### src/rtl/fetch_unit.sv
// fetch_unit -- instruction fetch stage.
//
// Holds the fetch PC, issues word reads to instruction memory over a
// request/grant bus, buffers in-order read responses in a prefetch FIFO and
// presents the head instruction to decode through a valid/ready handshake,
// already split into decode fields. A redirect flushes everything buffered
// and arranges for the responses still in flight to be dropped.
//
// Parameters:
//   DEPTH     prefetch FIFO entries; also the cap on buffered + outstanding
//             requests (power of two, >= 2)
//   RESET_PC  fetch address loaded at reset
//
// Ports:
//   clk, reset             clock (rising edge), async active-high reset
//   IMemReq/IMemAddr       read request valid / word-aligned byte address
//   IMemGnt                memory accepts the request this cycle
//   IMemRValid/IMemRData   in-order read response
//   Redirect/RedirectPC    flush and restart fetch at RedirectPC (bits [1:0]
//                          forced to 0)
//   InstrValid/InstrReady  head-instruction handshake with decode
//   Instr/InstrPC/PCPlus8  head instruction word, its address, address + 8
//   Op/Funct/Rd            Instr[27:26], Instr[25:20], Instr[15:12]

module fetch_unit #(
    parameter int unsigned DEPTH    = 4,
    parameter logic [31:0] RESET_PC = 32'h0000_0000
) (
    input  logic        clk,
    input  logic        reset,
    output logic        IMemReq,
    output logic [31:0] IMemAddr,
    input  logic        IMemGnt,
    input  logic        IMemRValid,
    input  logic [31:0] IMemRData,
    input  logic        Redirect,
    input  logic [31:0] RedirectPC,
    output logic        InstrValid,
    input  logic        InstrReady,
    output logic [31:0] Instr,
    output logic [31:0] InstrPC,
    output logic [31:0] PCPlus8,
    output logic [1:0]  Op,
    output logic [5:0]  Funct,
    output logic [3:0]  Rd
);

    localparam int unsigned AW = (DEPTH > 1) ? $clog2(DEPTH) : 1;
    localparam int unsigned CW = AW + 1;   // counts 0..DEPTH
    localparam int unsigned SW = CW + 1;   // occupancy + outstanding

    typedef logic [AW-1:0] ptr_t;
    typedef logic [CW-1:0] cnt_t;

    // Architectural state
    logic [31:0] fetch_pc_q, fetch_pc_d;
    cnt_t        out_q,  out_d;     // requests granted, response not yet seen
    cnt_t        drop_q, drop_d;    // in-flight responses belonging to a flushed stream
    cnt_t        occ_q,  occ_d;     // prefetch FIFO occupancy
    ptr_t        rd_ptr_q, rd_ptr_d;
    ptr_t        wr_ptr_q, wr_ptr_d;
    ptr_t        aq_rd_q,  aq_rd_d;
    ptr_t        aq_wr_q,  aq_wr_d;

    // Storage (no reset needed: every read is qualified by a count)
    logic [31:0] fifo_data_q [DEPTH];
    logic [31:0] fifo_pc_q   [DEPTH];
    logic [31:0] aq_pc_q     [DEPTH];   // address of each outstanding request

    logic        credit_ok;
    logic        req_fire;
    logic        resp_keep;
    logic        pop;
    logic [SW-1:0] used;

    // ------------------------------------------------------------------
    // Request side
    // ------------------------------------------------------------------
    always_comb begin
        used      = SW'(occ_q) + SW'(out_q);
        credit_ok = (used < SW'(DEPTH));
        // Redirect withdraws the request for its own cycle; the new PC is
        // requested from the next cycle on.
        IMemReq   = !reset && !Redirect && credit_ok;
        IMemAddr  = fetch_pc_q;
        req_fire  = IMemReq && IMemGnt;
    end

    // ------------------------------------------------------------------
    // Response / decode side
    // ------------------------------------------------------------------
    always_comb begin
        InstrValid = (occ_q != '0);
        // A response is buffered only if it belongs to the live stream and
        // no redirect is flushing in this same cycle.
        resp_keep  = IMemRValid && (drop_q == '0) && !Redirect;
        pop        = InstrValid && InstrReady && !Redirect;

        // Outputs read zero while the FIFO is empty so reset values are clean.
        Instr      = InstrValid ? fifo_data_q[rd_ptr_q] : '0;
        InstrPC    = InstrValid ? fifo_pc_q[rd_ptr_q]   : '0;
        PCPlus8    = InstrPC + 32'd8;
        Op         = Instr[27:26];
        Funct      = Instr[25:20];
        Rd         = Instr[15:12];
    end

    // ------------------------------------------------------------------
    // Next-state logic
    // ------------------------------------------------------------------
    always_comb begin
        fetch_pc_d = fetch_pc_q;
        out_d      = out_q + cnt_t'(req_fire) - cnt_t'(IMemRValid);
        drop_d     = drop_q;
        occ_d      = occ_q;
        rd_ptr_d   = rd_ptr_q;
        wr_ptr_d   = wr_ptr_q;
        aq_rd_d    = aq_rd_q;
        aq_wr_d    = aq_wr_q;

        if (req_fire) begin
            fetch_pc_d = fetch_pc_q + 32'd4;
            aq_wr_d    = aq_wr_q + ptr_t'(1);
        end

        // The address queue tracks every in-flight request, dropped or not,
        // so it pops on every response.
        if (IMemRValid) begin
            aq_rd_d = aq_rd_q + ptr_t'(1);
        end

        if (Redirect) begin
            fetch_pc_d = {RedirectPC[31:2], 2'b00};
            occ_d      = '0;
            rd_ptr_d   = '0;
            wr_ptr_d   = '0;
            // Everything still in flight after this cycle belongs to the old
            // stream; any earlier drop count is subsumed by this value.
            drop_d     = out_d;
        end else begin
            if (IMemRValid && (drop_q != '0)) begin
                drop_d = drop_q - cnt_t'(1);
            end
            if (resp_keep) begin
                wr_ptr_d = wr_ptr_q + ptr_t'(1);
            end
            if (pop) begin
                rd_ptr_d = rd_ptr_q + ptr_t'(1);
            end
            occ_d = occ_q + cnt_t'(resp_keep) - cnt_t'(pop);
        end
    end

    // ------------------------------------------------------------------
    // State registers
    // ------------------------------------------------------------------
    always_ff @(posedge clk or posedge reset) begin
        if (reset) begin
            fetch_pc_q <= RESET_PC;
            out_q      <= '0;
            drop_q     <= '0;
            occ_q      <= '0;
            rd_ptr_q   <= '0;
            wr_ptr_q   <= '0;
            aq_rd_q    <= '0;
            aq_wr_q    <= '0;
        end else begin
            fetch_pc_q <= fetch_pc_d;
            out_q      <= out_d;
            drop_q     <= drop_d;
            occ_q      <= occ_d;
            rd_ptr_q   <= rd_ptr_d;
            wr_ptr_q   <= wr_ptr_d;
            aq_rd_q    <= aq_rd_d;
            aq_wr_q    <= aq_wr_d;
        end
    end

    always_ff @(posedge clk) begin
        if (req_fire) begin
            aq_pc_q[aq_wr_q] <= fetch_pc_q;
        end
        if (resp_keep) begin
            fifo_data_q[wr_ptr_q] <= IMemRData;
            fifo_pc_q[wr_ptr_q]   <= aq_pc_q[aq_rd_q];
        end
    end

endmodule

### config.mk
export PLATFORM = sky130hd
export DESIGN_NAME = fetch_unit
export DESIGN_NICKNAME = d
export VERILOG_FILES = /design/src/rtl/fetch_unit.sv
export SDC_FILE = /design/constraint.sdc
export NUM_CORES = 1
export LEC_CHECK = 0
export CAP_MARGIN = 30
export CORE_UTILIZATION = 58
export CTS_BUF_LIST = sky130_fd_sc_hd__clkbuf_4
export CTS_CLUSTER_SIZE = 40
export DETAILED_ROUTE_END_ITERATION = 10
export PLACE_DENSITY = 0.82
export SLEW_MARGIN = 20
export SYNTH_ARGS = -nofsm -noshare
export SYNTH_HDL_FRONTEND = slang
export SYNTH_SLANG_ARGS = --single-unit
### constraint.sdc
create_clock -name clk -period 3.95 [get_ports clk]
set_input_delay 0.395 -clock clk [delete_from_list [all_inputs] [get_ports clk]]
set_output_delay 0.395 -clock clk [all_outputs]
set_load 0.02 [all_outputs]
==> key figures <==
Outcome
  – Run status: finished clean

Min path
  – Hold path start: RedirectPC[11]
  – Type of the most critical hold path: in -> reg
  – Instance count along the most critical hold path: 3

Clock network
  – TritonCTS Buffers: 99
  – Maximum clock insertion buffer count: 3
  – Maximum level of the CTS H-tree: 3
  – Insertion delay to the later sink of the worst-skew pair: 740 ps
  – Clock transition at the registers of the reported paths: ~70 ps
  – Sinks on the clock net: between 400 and 500
  – Clock tree from TritonCTS: built
  – Clock Root Buffer: sky130_fd_sc_hd__clkbuf_4

Synth
  – Number of enable-type register cells in the synthesized netlist: 368
  – Fraction of synthesis flops using an asynchronous set or reset pin: 11.3%
  – Cell type with the largest total area after synthesis: sky130_fd_sc_hd__edfxtp_1
  – Combined area of all synthesized cells: about 18,000 um2
  – Total of flip-flops plus latches after synthesis: 415
  – Number of different library cells in the post-synthesis netlist: 57
  – Number of cells produced by synthesis: roughly 1,000
  – Synth Warn #: 0
  – Proportion of netlist area held by the largest area contributor: 62.5%
  – Top area cells in the synthesized netlist: sky130_fd_sc_hd__edfxtp_1, sky130_fd_sc_hd__mux4_2, sky130_fd_sc_hd__dfrtp_1
  – Sequential-to-total area share from yosys stat: ~69%
  – Most frequently used flop master after synthesis: sky130_fd_sc_hd__edfxtp_1
  – Post-Syn Area per Cell: around 17 um2

Layout
  – Fraction of the core area covered by cells at the end of the flow: about 72%
  – Most common cell after layout, fill and taps aside: sky130_fd_sc_hd__edfxtp_1
  – Layout overhead on the synthesized area: 21.8%
  – Fraction of layout instances using a drive strength above 1: between 20 and 25%
  – Commonest cells after routing, fill and taps aside: sky130_fd_sc_hd__edfxtp_1, sky130_fd_sc_hd__clkdlybuf4s50_1, sky130_fd_sc_hd__clkbuf_4
  – Nets: between 1,000 and 1,500

Timing
  – Worst-case headroom to the max-slew limit: around 40%
  – Final clock skew: around 48 ps
  – Hold violation total from the final report: 0
  – Clock period minus final worst setup slack: ~3900 ps
  – Setup slack of the critical path after layout: 97.4 ps
  – Total setup violations reported at the end of the flow: 0
  – Final Cycle Share: between 90% and 100%
  – Maximum achievable frequency: roughly 260 MHz
  – Number of pins exceeding their max-slew limit in the final report: 0
  – Setup repair after global routing missed its margin: yes
  – Worst Tran Pin Value: 913 ps

Pwr
  – Worst vdd ir: 0.000292 V
  – Pwr/cell area: 658 nW/um2
  – Standby leakage power: ~7.5 nW

Routing
  – Number of iterations in the first detailed-routing pass: 6
  – DRT antenna net count: 0
  – Per-cell via count in the routed design: around 5.9
  – Routed wire length: 38,100 um
  – # DRC: 0
  – Via total after detailed routing: approximately 11,000
  – Wire per inst: ~21 um
  – First DRT Iteration DRCs: around 910

Critical path
  – RR Startpoint: occ_q[1]$_DFF_PP0_
  – Maximum fanout along the worst path: 8
  – Slack of the worst reg-to-reg path: ~1100 ps
  – Number of cells traversed by the worst register-to-register path: 12
  – Critical path arrival: ~3500 ps
  – Startpoint types: flip-flop
  – Setup crit start: rd_ptr_q[0]$_DFFE_PP0P_
  – Worst endpoint required time: around 3600 ps
  – Crit Path Class: reg -> out
  – Crit path capture type: primary output

Floorplanning
  – Initial Utilization: roughly three fifths
  – Top Ports: about 210
  – Core region area: just under 30,000 um2
  – Horizontal extent of the die: ~180 um
  – Number of cell rows: 63
  – Die Footprint: 31,200 um2
  – Die outline height: roughly 180 um

Global route
  – Initial antenna violation count: 1
  – Overall overflow remaining after global route: 0
  – Via count of the first global-routing pass: approximately 11,000
  – Global-route wire length before repair: approximately 59,000 um
  – GR Util All Layers: 24.9%
  – Largest net degree at the start of global routing: 63

Place
  – Port-buffer cells: 203
  – GP Congestion: around 0.86
  – Detailed placer's ending HPWL: roughly 25,000 um
  – Worst Setup Slack post-DPL: 309 ps

Job
  – Max Cap Viol: 0
==> what timing repair did <==
item	in CTS	in global routing
hold buffers	1	0
endpoints found under the setup margin	22	17
gates resized for setup	41	24
buffers inserted	5	6
endpoints found under the hold margin	14	0
pin swaps	1	1
==> synthesized netlist by cell type (all sizes together), types with 3 or more instances <==
library cell / count
or4: 4
o2111ai: 3
clkbuf: 24
mux4: 93
and2: 79
a21oi: 9
a31oi: 7
nor2: 34
o211ai: 10
nor3: 9
and4: 5
inv: 26
nand3b: 5
ha: 18
xor2: 24
and3: 6
nand4: 9
buf: 46
xnor2: 19
o311ai: 12
a221o: 6
nand2: 75
o21ai: 41
nor4: 6
nand3: 36
edfxtp: 368
dfrtp: 47
==> per-stage QoR <==
| step | TNS (ps) | area (um2) | hold slack, ps | std cells | total power [mW] |
|---|---|---|---|---|---|
| 5_1_grt | -238 | 21500 | 228 | 1801 | 14.9 |
| 6_report | 0 | 21500 | 242 | 1801 | 14.2 |
| 2_1_floorplan | 0 | 17700 | 486 | 1051 | 8.79 |
| 3_3_place_gp | 0 | 20100 | 533 | 1600 | 10.8 |
| 4_1_cts | -12.2 | 21500 | 192 | 1794 | 14.3 |
| 3_5_place_dp | 0 | 20100 | 562 | 1602 | 10.9 |
==> power breakdown <==
group,switching [mW],internal [mW]
logic,2.81,2.36
registers,0.309,5.29
clock network,1.64,1.77
total,4.76,9.41
==> critical path, cell delays in order, from the launching register on <==
cell and delay (ps):
sky130_fd_sc_hd__dfrtp_4 550, sky130_fd_sc_hd__mux4_2 370, sky130_fd_sc_hd__nand2_1 100, sky130_fd_sc_hd__a211oi_2 300
sky130_fd_sc_hd__or4b_4 580, sky130_fd_sc_hd__buf_4 170, sky130_fd_sc_hd__buf_4 140, sky130_fd_sc_hd__nor4_2 190
sky130_fd_sc_hd__xor2_1 190, sky130_fd_sc_hd__buf_4 160
==> worst paths after layout <==
kind,end
setup / recovery,PCPlus8[30]
hold / removal,IMemAddr[11]$_DFFE_PP0N_
setup reg to reg,drop_q[2]$_DFFE_PP0P_
hold reg to reg,out_q[0]$_DFF_PP0_
max in group asynchronous,IMemAddr[28]$_DFFE_PP0N_
min in group asynchronous,wr_ptr_q[1]$_DFFE_PP0P_
==> kinds of logic after synthesis <==
logic type / synth area share [%]
multiplexers: 12.2
buffers and inverters: 2.88
adder cells (fa/ha/maj): 1.50
flip-flops: 69.1
other: 0.0212
AO/OA/AOI/OAI: 3.69
AND/OR/NAND/NOR: 8.42
XOR/XNOR: 2.13
==> registers in the layout, indices dropped and copies added, names as in the netlist <==
name         count
fifo_pc_q      120
rd_ptr_q         2
aq_pc_q        120
out_q            3
aq_rd_q          2
wr_ptr_q         2
IMemAddr        30
fifo_data_q    128
occ_q            3
drop_q           3
aq_wr_q          2
==> final cells by class <==
cell class,instances,area (um2)
clock buffer,151,1130
sequential,415,12200
fill,1851,8260
antenna,1,2.50
inverter,27,103
multi-input combinational,539,5040
tap,390,488
clock inverter,35,161
timing repair buffer,243,2380
==> metal layers <==
layer | vias to the layer above | wire [um] | track usage (%)
li1 | 4691 | - | -
met2 | 569 | 18700 | 40.6
met1 | 5268 | 15600 | 34.1
met3 | 45 | 3160 | 5.41
met5 | - | 0 | 0
met4 | 0 | 556 | 7.18
Power figures use the tool's default switching activity.
